<file path="config.mk">
export PLATFORM = sky130hd
export DESIGN_NAME = mem_stage
export DESIGN_NICKNAME = d
export VERILOG_FILES = /design/src/rtl/mem_stage.sv
export SDC_FILE = /design/constraint.sdc
export NUM_CORES = 1
export LEC_CHECK = 0
export BUFFER_PORTS_ARGS = -buffer_cell sky130_fd_sc_hd__buf_4
export CAP_MARGIN = 40
export CORE_MARGIN = 2
export CORE_UTILIZATION = 54
export CTS_CLUSTER_SIZE = 12
export DETAILED_ROUTE_END_ITERATION = 7
export HOLD_SLACK_MARGIN = 0.03
export PLACE_DENSITY_LB_ADDON = 0.1
export SLEW_MARGIN = 5
export SYNTH_ARGS = -nofsm -noshare
export SYNTH_HDL_FRONTEND = slang
export SYNTH_SLANG_ARGS = --single-unit
</file>
<file path="constraint.sdc">
create_clock -name clk -period 7.2 [get_ports clk]
set_input_delay 1.44 -clock clk [delete_from_list [all_inputs] [get_ports clk]]
set_output_delay 1.44 -clock clk [all_outputs]
set_load 0.03 [all_outputs]
</file>
<file path="src/rtl/mem_stage.sv">
// Memory-access stage: serialises B/H/W loads and stores over an 8-bit handshaked
// port, stalling upstream until the access completes, then hands the write-back triple on.
module mem_stage (
   input  logic        clk,
   input  logic        rst,
   input  logic [4:0]  wd_i,
   input  logic        wreg_i,
   input  logic [31:0] wdata_i,
   input  logic [31:0] memaddr_i,
   input  logic        memwr_i,
   input  logic [1:0]  memcnf_i,
   input  logic        memsigned_i,
   output logic        mem_req_o,
   output logic        mem_wr_o,
   output logic [31:0] mem_addr_o,
   output logic [7:0]  mem_dout_o,
   input  logic        mem_ack_i,
   input  logic [7:0]  mem_din_i,
   output logic [4:0]  wd_o,
   output logic        wreg_o,
   output logic [31:0] wdata_o,
   output logic        mem_stall_o
);

   typedef enum logic [1:0] {
      IDLE = 2'd0,
      BUSY = 2'd1,
      DONE = 2'd2
   } state_t;

   state_t      r_state;
   state_t      w_state_next;
   logic [1:0]  r_cnt;
   logic [4:0]  r_wd;
   logic        r_wreg;
   logic [31:0] r_wdata;
   logic [31:0] r_addr;
   logic        r_memwr;
   logic [1:0]  r_memcnf;
   logic        r_signed;
   logic [31:0] r_buf;

   logic [1:0]  w_last;
   logic        w_capture;
   logic        w_ack_busy;
   logic [31:0] w_load_val;

   // Index of the final byte: N-1 for N = 1, 2, 4.
   assign w_last     = (r_memcnf == 2'd3) ? 2'd3 : (r_memcnf == 2'd2) ? 2'd1 : 2'd0;
   assign w_capture  = (r_state == IDLE) && (memcnf_i != 2'd0);
   assign w_ack_busy = (r_state == BUSY) && mem_ack_i;

   always_comb begin
      w_state_next = r_state;
      case (r_state)
         IDLE:    if (memcnf_i != 2'd0) w_state_next = BUSY;
         BUSY:    if (mem_ack_i && (r_cnt == w_last)) w_state_next = DONE;
         DONE:    w_state_next = IDLE;
         default: w_state_next = IDLE;
      endcase
   end

   always_ff @(posedge clk or posedge rst) begin
      if (rst) begin
         r_state  <= IDLE;
         r_cnt    <= 2'd0;
         r_wd     <= 5'd0;
         r_wreg   <= 1'b0;
         r_wdata  <= 32'd0;
         r_addr   <= 32'd0;
         r_memwr  <= 1'b0;
         r_memcnf <= 2'd0;
         r_signed <= 1'b0;
         r_buf    <= 32'd0;
      end else begin
         r_state <= w_state_next;
         if (w_capture) begin
            r_cnt    <= 2'd0;
            r_wd     <= wd_i;
            r_wreg   <= wreg_i;
            r_wdata  <= wdata_i;
            r_addr   <= memaddr_i;
            r_memwr  <= memwr_i;
            r_memcnf <= memcnf_i;
            r_signed <= memsigned_i;
            r_buf    <= 32'd0;
         end
         if (w_ack_busy) begin
            if (!r_memwr) r_buf[{r_cnt, 3'b000} +: 8] <= mem_din_i;
            if (r_cnt != w_last) r_cnt <= r_cnt + 2'd1;
         end
      end
   end

   always_comb begin
      case (r_memcnf)
         2'd1:    w_load_val = {{24{r_signed & r_buf[7]}}, r_buf[7:0]};
         2'd2:    w_load_val = {{16{r_signed & r_buf[15]}}, r_buf[15:0]};
         default: w_load_val = r_buf;
      endcase
   end

   // Everything is forced low while reset is held, including the IDLE pass-through.
   always_comb begin
      mem_req_o   = 1'b0;
      mem_wr_o    = 1'b0;
      mem_addr_o  = 32'd0;
      mem_dout_o  = 8'd0;
      wd_o        = 5'd0;
      wreg_o      = 1'b0;
      wdata_o     = 32'd0;
      mem_stall_o = 1'b0;
      if (!rst) begin
         case (r_state)
            IDLE: begin
               if (memcnf_i == 2'd0) begin
                  wd_o    = wd_i;
                  wreg_o  = wreg_i;
                  wdata_o = wdata_i;
               end else begin
                  mem_stall_o = 1'b1;
               end
            end
            BUSY: begin
               mem_req_o   = 1'b1;
               mem_wr_o    = r_memwr;
               mem_addr_o  = r_addr + {30'd0, r_cnt};
               mem_dout_o  = r_wdata[{r_cnt, 3'b000} +: 8];
               mem_stall_o = 1'b1;
            end
            DONE: begin
               wd_o    = r_wd;
               wreg_o  = r_wreg;
               wdata_o = r_memwr ? r_wdata : w_load_val;
            end
            default: ;
         endcase
      end
   end

endmodule

</file>
==> flow_summary.html <==
<table>
<tr><th>Metric</th><th>Value</th></tr>
<tr><th colspan="2">Critical path</th></tr>
<tr><td>Critical Path Sink Type</td><td>output port</td></tr>
<tr><td>Maximum fanout along the worst path</td><td>57</td></tr>
<tr><td>Arrival time of the worst setup path</td><td>3.45 ns</td></tr>
<tr><td>Worst Setup Start Kind</td><td>input port</td></tr>
<tr><td>Kind of critical path</td><td>in -&gt; out</td></tr>
<tr><td>Required time at the endpoint of the critical path</td><td>5.76 ns</td></tr>
<tr><th colspan="2">Floorplan</th></tr>
<tr><td>Area enclosed by the die boundary</td><td>12,600 sq um</td></tr>
<tr><td>Die outline width</td><td>112 um</td></tr>
<tr><td>Starting density of the core</td><td>0.553</td></tr>
<tr><td>Core Area</td><td>11,400 sq um</td></tr>
<tr><td>Die extent in y</td><td>112 um</td></tr>
<tr><td>Number of ports placed on the die boundary</td><td>166</td></tr>
<tr><td>Number of rows in the core area</td><td>39</td></tr>
<tr><th colspan="2">Yosys</th></tr>
<tr><td>Dominant cells by area after synthesis</td><td>dfrtp_1 44%, mux2_2 10%, a22o_1 4.4%</td></tr>
<tr><td>Combinational family with the most area after synthesis</td><td>compound AO/OA/AOI/OAI gates</td></tr>
<tr><td>Mux contribution to synthesized area</td><td>0.151</td></tr>
<tr><td>Count of unique library cells instantiated by Yosys</td><td>53</td></tr>
<tr><td>Synthesized-area fraction occupied by adder cells</td><td>0.0230</td></tr>
<tr><td>Fraction of the yosys area taken by sequential cells</td><td>0.436</td></tr>
<tr><td>Netlist area before placement</td><td>6310 sq um</td></tr>
<tr><td>Number of enable flip-flop cells after synthesis</td><td>0</td></tr>
<tr><td>Area share of and/or/nand/nor cells after synthesis</td><td>0.161</td></tr>
<tr><td>Post-synth top area share</td><td>0.436</td></tr>
<tr><td>Number of flip-flops and latches in the synthesized netlist</td><td>110</td></tr>
<tr><td>Instance count of the mapped netlist</td><td>637</td></tr>
<tr><td>Avg Cell Area, Syn</td><td>9.91 sq um</td></tr>
<tr><td>Area fraction in compound gates after synthesis</td><td>0.170</td></tr>
<tr><td>Number of warning messages in the yosys log</td><td>0</td></tr>
<tr><td>Share of synthesized registers carrying an async set or reset</td><td>1.00</td></tr>
<tr><td>Area leader, netlist</td><td>dfrtp_1</td></tr>
<tr><td>Parity-gate share of the synthesized area counting xor and xnor cells</td><td>0.0167</td></tr>
<tr><td>Net Count, Synth</td><td>733</td></tr>
<tr><td>Synth Flop Type</td><td>dfrtp_1</td></tr>
<tr><th colspan="2">Finish</th></tr>
<tr><td>Final Instance Count excl. Fillers</td><td>930</td></tr>
<tr><td>Final-stage net count</td><td>878</td></tr>
<tr><td>Summed area of non-filler cells in the final layout</td><td>8020 sq um</td></tr>
<tr><td>Most used cells in the layout excluding fill and tap cells</td><td>173 x buf_4, 110 x dfrtp_1, 64 x nand2_1</td></tr>
<tr><td>Layout cell share with drive strength beyond 1</td><td>0.343</td></tr>
<tr><td>Antenna diodes</td><td>0</td></tr>
<tr><td>Filler cell count</td><td>892</td></tr>
<tr><td>Most frequent standard cell in the layout excluding fill and tap cells</td><td>buf_4</td></tr>
<tr><td>Syn-to-layout area delta</td><td>27.0%</td></tr>
<tr><th colspan="2">Power and ir drop</th></tr>
<tr><td>Power density over the cells</td><td>412 nW/um^2</td></tr>
<tr><td>Worst ir drop on vdd</td><td>282 uV</td></tr>
<tr><td>Leakage power total</td><td>3.51 nW</td></tr>
<tr><td>Power Total</td><td>3.30 mW</td></tr>
<tr><th colspan="2">Routing</th></tr>
<tr><td>Post-route antenna net violation count</td><td>0</td></tr>
<tr><td>Average vias per placed instance</td><td>6.23</td></tr>
<tr><td>Via count of the routed design</td><td>5,790</td></tr>
<tr><td>Initial DRC count</td><td>555</td></tr>
<tr><td>DR DRC count</td><td>0</td></tr>
<tr><td>TritonRoute pass-1 iters</td><td>5</td></tr>
<tr><td>Wire length per cell</td><td>20.4 um</td></tr>
<tr><td>Total wirelength of the detailed-routed design</td><td>19.0 mm</td></tr>
<tr><th colspan="2">Global route</th></tr>
<tr><td>Pin count of the biggest net entering global routing</td><td>63</td></tr>
<tr><td>First-pass GRT wire length</td><td>30.4 mm</td></tr>
<tr><td>Global router's overall resource usage</td><td>0.308</td></tr>
<tr><td>Initial antenna violation count</td><td>0</td></tr>
<tr><td>Via count of the first global-routing pass</td><td>5,607</td></tr>
<tr><td>GR Overflow Total</td><td>0</td></tr>
<tr><th colspan="2">Timing</th></tr>
<tr><td>Max-slew violations</td><td>0</td></tr>
<tr><td>Final critical delay including setup and external delays</td><td>4.89 ns</td></tr>
<tr><td>Post-route clock period utilization</td><td>0.679</td></tr>
<tr><td>Final setup violation count</td><td>0</td></tr>
<tr><td>Setup tns final</td><td>0 ns</td></tr>
<tr><td>Worst hold margin</td><td>0.505 ns</td></tr>
<tr><td>Relative slew margins</td><td>0.444</td></tr>
<tr><td>Transition at the pin with the smallest max-transition slack</td><td>0.834 ns</td></tr>
<tr><td>Fmax achieved</td><td>205 MHz</td></tr>
<tr><td>Clock Skew</td><td>0.00505 ns</td></tr>
<tr><td>Number of failing hold endpoints at the final stage</td><td>0</td></tr>
<tr><td>Unrepaired setup endpoints after global routing</td><td>no</td></tr>
<tr><th colspan="2">Clock tree</th></tr>
<tr><td>Clock insertion delay at the later pin of the skew report</td><td>0.35 ns</td></tr>
<tr><td>Clock-pin slew reported for the worst setup and hold paths after clock tree synthesis</td><td>0.08 ns</td></tr>
<tr><td>H-tree depth reported by CTS</td><td>3</td></tr>
<tr><td>Post-CTS setup buffer count</td><td>0</td></tr>
<tr><td>Cts-stage hold buffer count</td><td>0</td></tr>
<tr><td>Clk buf depth</td><td>2</td></tr>
<tr><td>Buffer type at the clock tree root</td><td>clkbuf_16</td></tr>
<tr><td>Number of buffers added by the clock tree synthesis step</td><td>9</td></tr>
<tr><td>Clock Sinks</td><td>110</td></tr>
<tr><td>Post-cts resize count</td><td>0</td></tr>
<tr><td>Clock tree from TritonCTS</td><td>built</td></tr>
<tr><th colspan="2">Hold path</th></tr>
<tr><td>Type of the tightest min-delay check</td><td>reg -&gt; reg</td></tr>
<tr><th colspan="2">Run status</th></tr>
<tr><td>Outcome</td><td>complete, no violations</td></tr>
<tr><th colspan="2">Place</th></tr>
<tr><td>Placed cell count</td><td>914</td></tr>
<tr><td>HPWL reported at the end of detailed placement</td><td>14.1 mm</td></tr>
<tr><td>Cell area reported after detailed placement</td><td>7670 sq um</td></tr>
<tr><td>Routability-driven placement congestion ratio</td><td>0.844</td></tr>
<tr><td>Buffers on Ports</td><td>165</td></tr>
<tr><th colspan="2">Run</th></tr>
<tr><td>Max-cap viol count</td><td>0</td></tr>
</table>
==> cells in the mapped netlist, types with 10 or more instances <==
| library cell | instances |
|---|---|
| mux2_2 | 58 |
| ha_1 | 10 |
| dfrtp_1 | 110 |
| clkbuf_1 | 28 |
| inv_1 | 20 |
| a22o_1 | 32 |
| nand4_1 | 12 |
| and3_1 | 12 |
| mux2i_1 | 12 |
| o21ai_0 | 55 |
| a21oi_1 | 51 |
| nor2_1 | 40 |
| nand2_1 | 64 |
==> logic make-up after synthesis <==
logic type	count (synthesis)
AO/OA/AOI/OAI	170
XOR/XNOR	12
adder cells (fa/ha/maj)	11
buffers and inverters	62
flip-flops	110
multiplexers	78
AND/OR/NAND/NOR	194
==> flip-flops by register name, indices dropped and copies added, names as in the netlist <==
register  flops
r_wreg        1
r_wdata      32
r_state       2
r_wd          5
r_addr       32
r_signed      1
r_memwr       1
r_cnt         2
r_memcnf      2
r_buf        32
==> cell type report <==
type / count / area (sq um) / area share
clock inverter: 7 / 121 / 0.0151
sequential: 110 / 2750 / 0.343
clock buffer: 9 / 225 / 0.0281
timing repair buffer: 175 / 1350 / 0.169
inverter: 21 / 81.3 / 0.0101
multi-input combinational: 465 / 3300 / 0.412
tap: 143 / 179 / 0.0223
==> worst max-delay path, cell delays in order <==
cell     delay (ns)
buf_4          0.13
inv_4          0.47
nand2_2        0.50
or4_1          0.62
nand2_1        0.09
buf_4          0.16
==> layer usage <==
layer,global-route usage,wire (um)
met1,0.400,7630
met2,0.539,9880
met3,0.0432,1180
met4,0.0927,312
met5,0,0
==> path summary, 6_finish.rpt <==
| path | from | end | slack, ns | cells past startpoint |
|---|---|---|---|---|
| max reg2reg | r_cnt[1]$_DFF_PP0_ | r_buf[22]$_DFF_PP0_ | 4.65 | 5 |
| min | r_buf[8]$_DFF_PP0_ | r_buf[8]$_DFF_PP0_ | 0.51 | 1 |
| min reg2reg | r_buf[8]$_DFF_PP0_ | r_buf[8]$_DFF_PP0_ | 0.51 | 1 |
| min in group asynchronous | rst | r_state[0]$_DFFE_PP0P_ | 1.20 | 2 |
| max in group asynchronous | rst | r_wd[3]$_DFFE_PP0P_ | 4.62 | 4 |
| max | rst | mem_addr_o[22] | 2.31 | 6 |
==> metrics by stage <==
| stage | utilization | worst slack (ns) |
|---|---|---|
| final | 0.702 | 2.31 |
| after global routing | 0.702 | 2.09 |
| after CTS | 0.702 | 2.28 |
| after detailed placement | 0.672 | 2.28 |
| after global placement | 0.665 | 2.32 |
| after floorplan | - | 0.175 |
==> power breakdown <==
part	switching, mW	total [mW]	internal [mW]
registers	0.289	1.15	0.859
logic	0.888	1.57	0.687
clock network	0.235	0.577	0.342
Note: power is estimated with default switching activity, not from simulation.
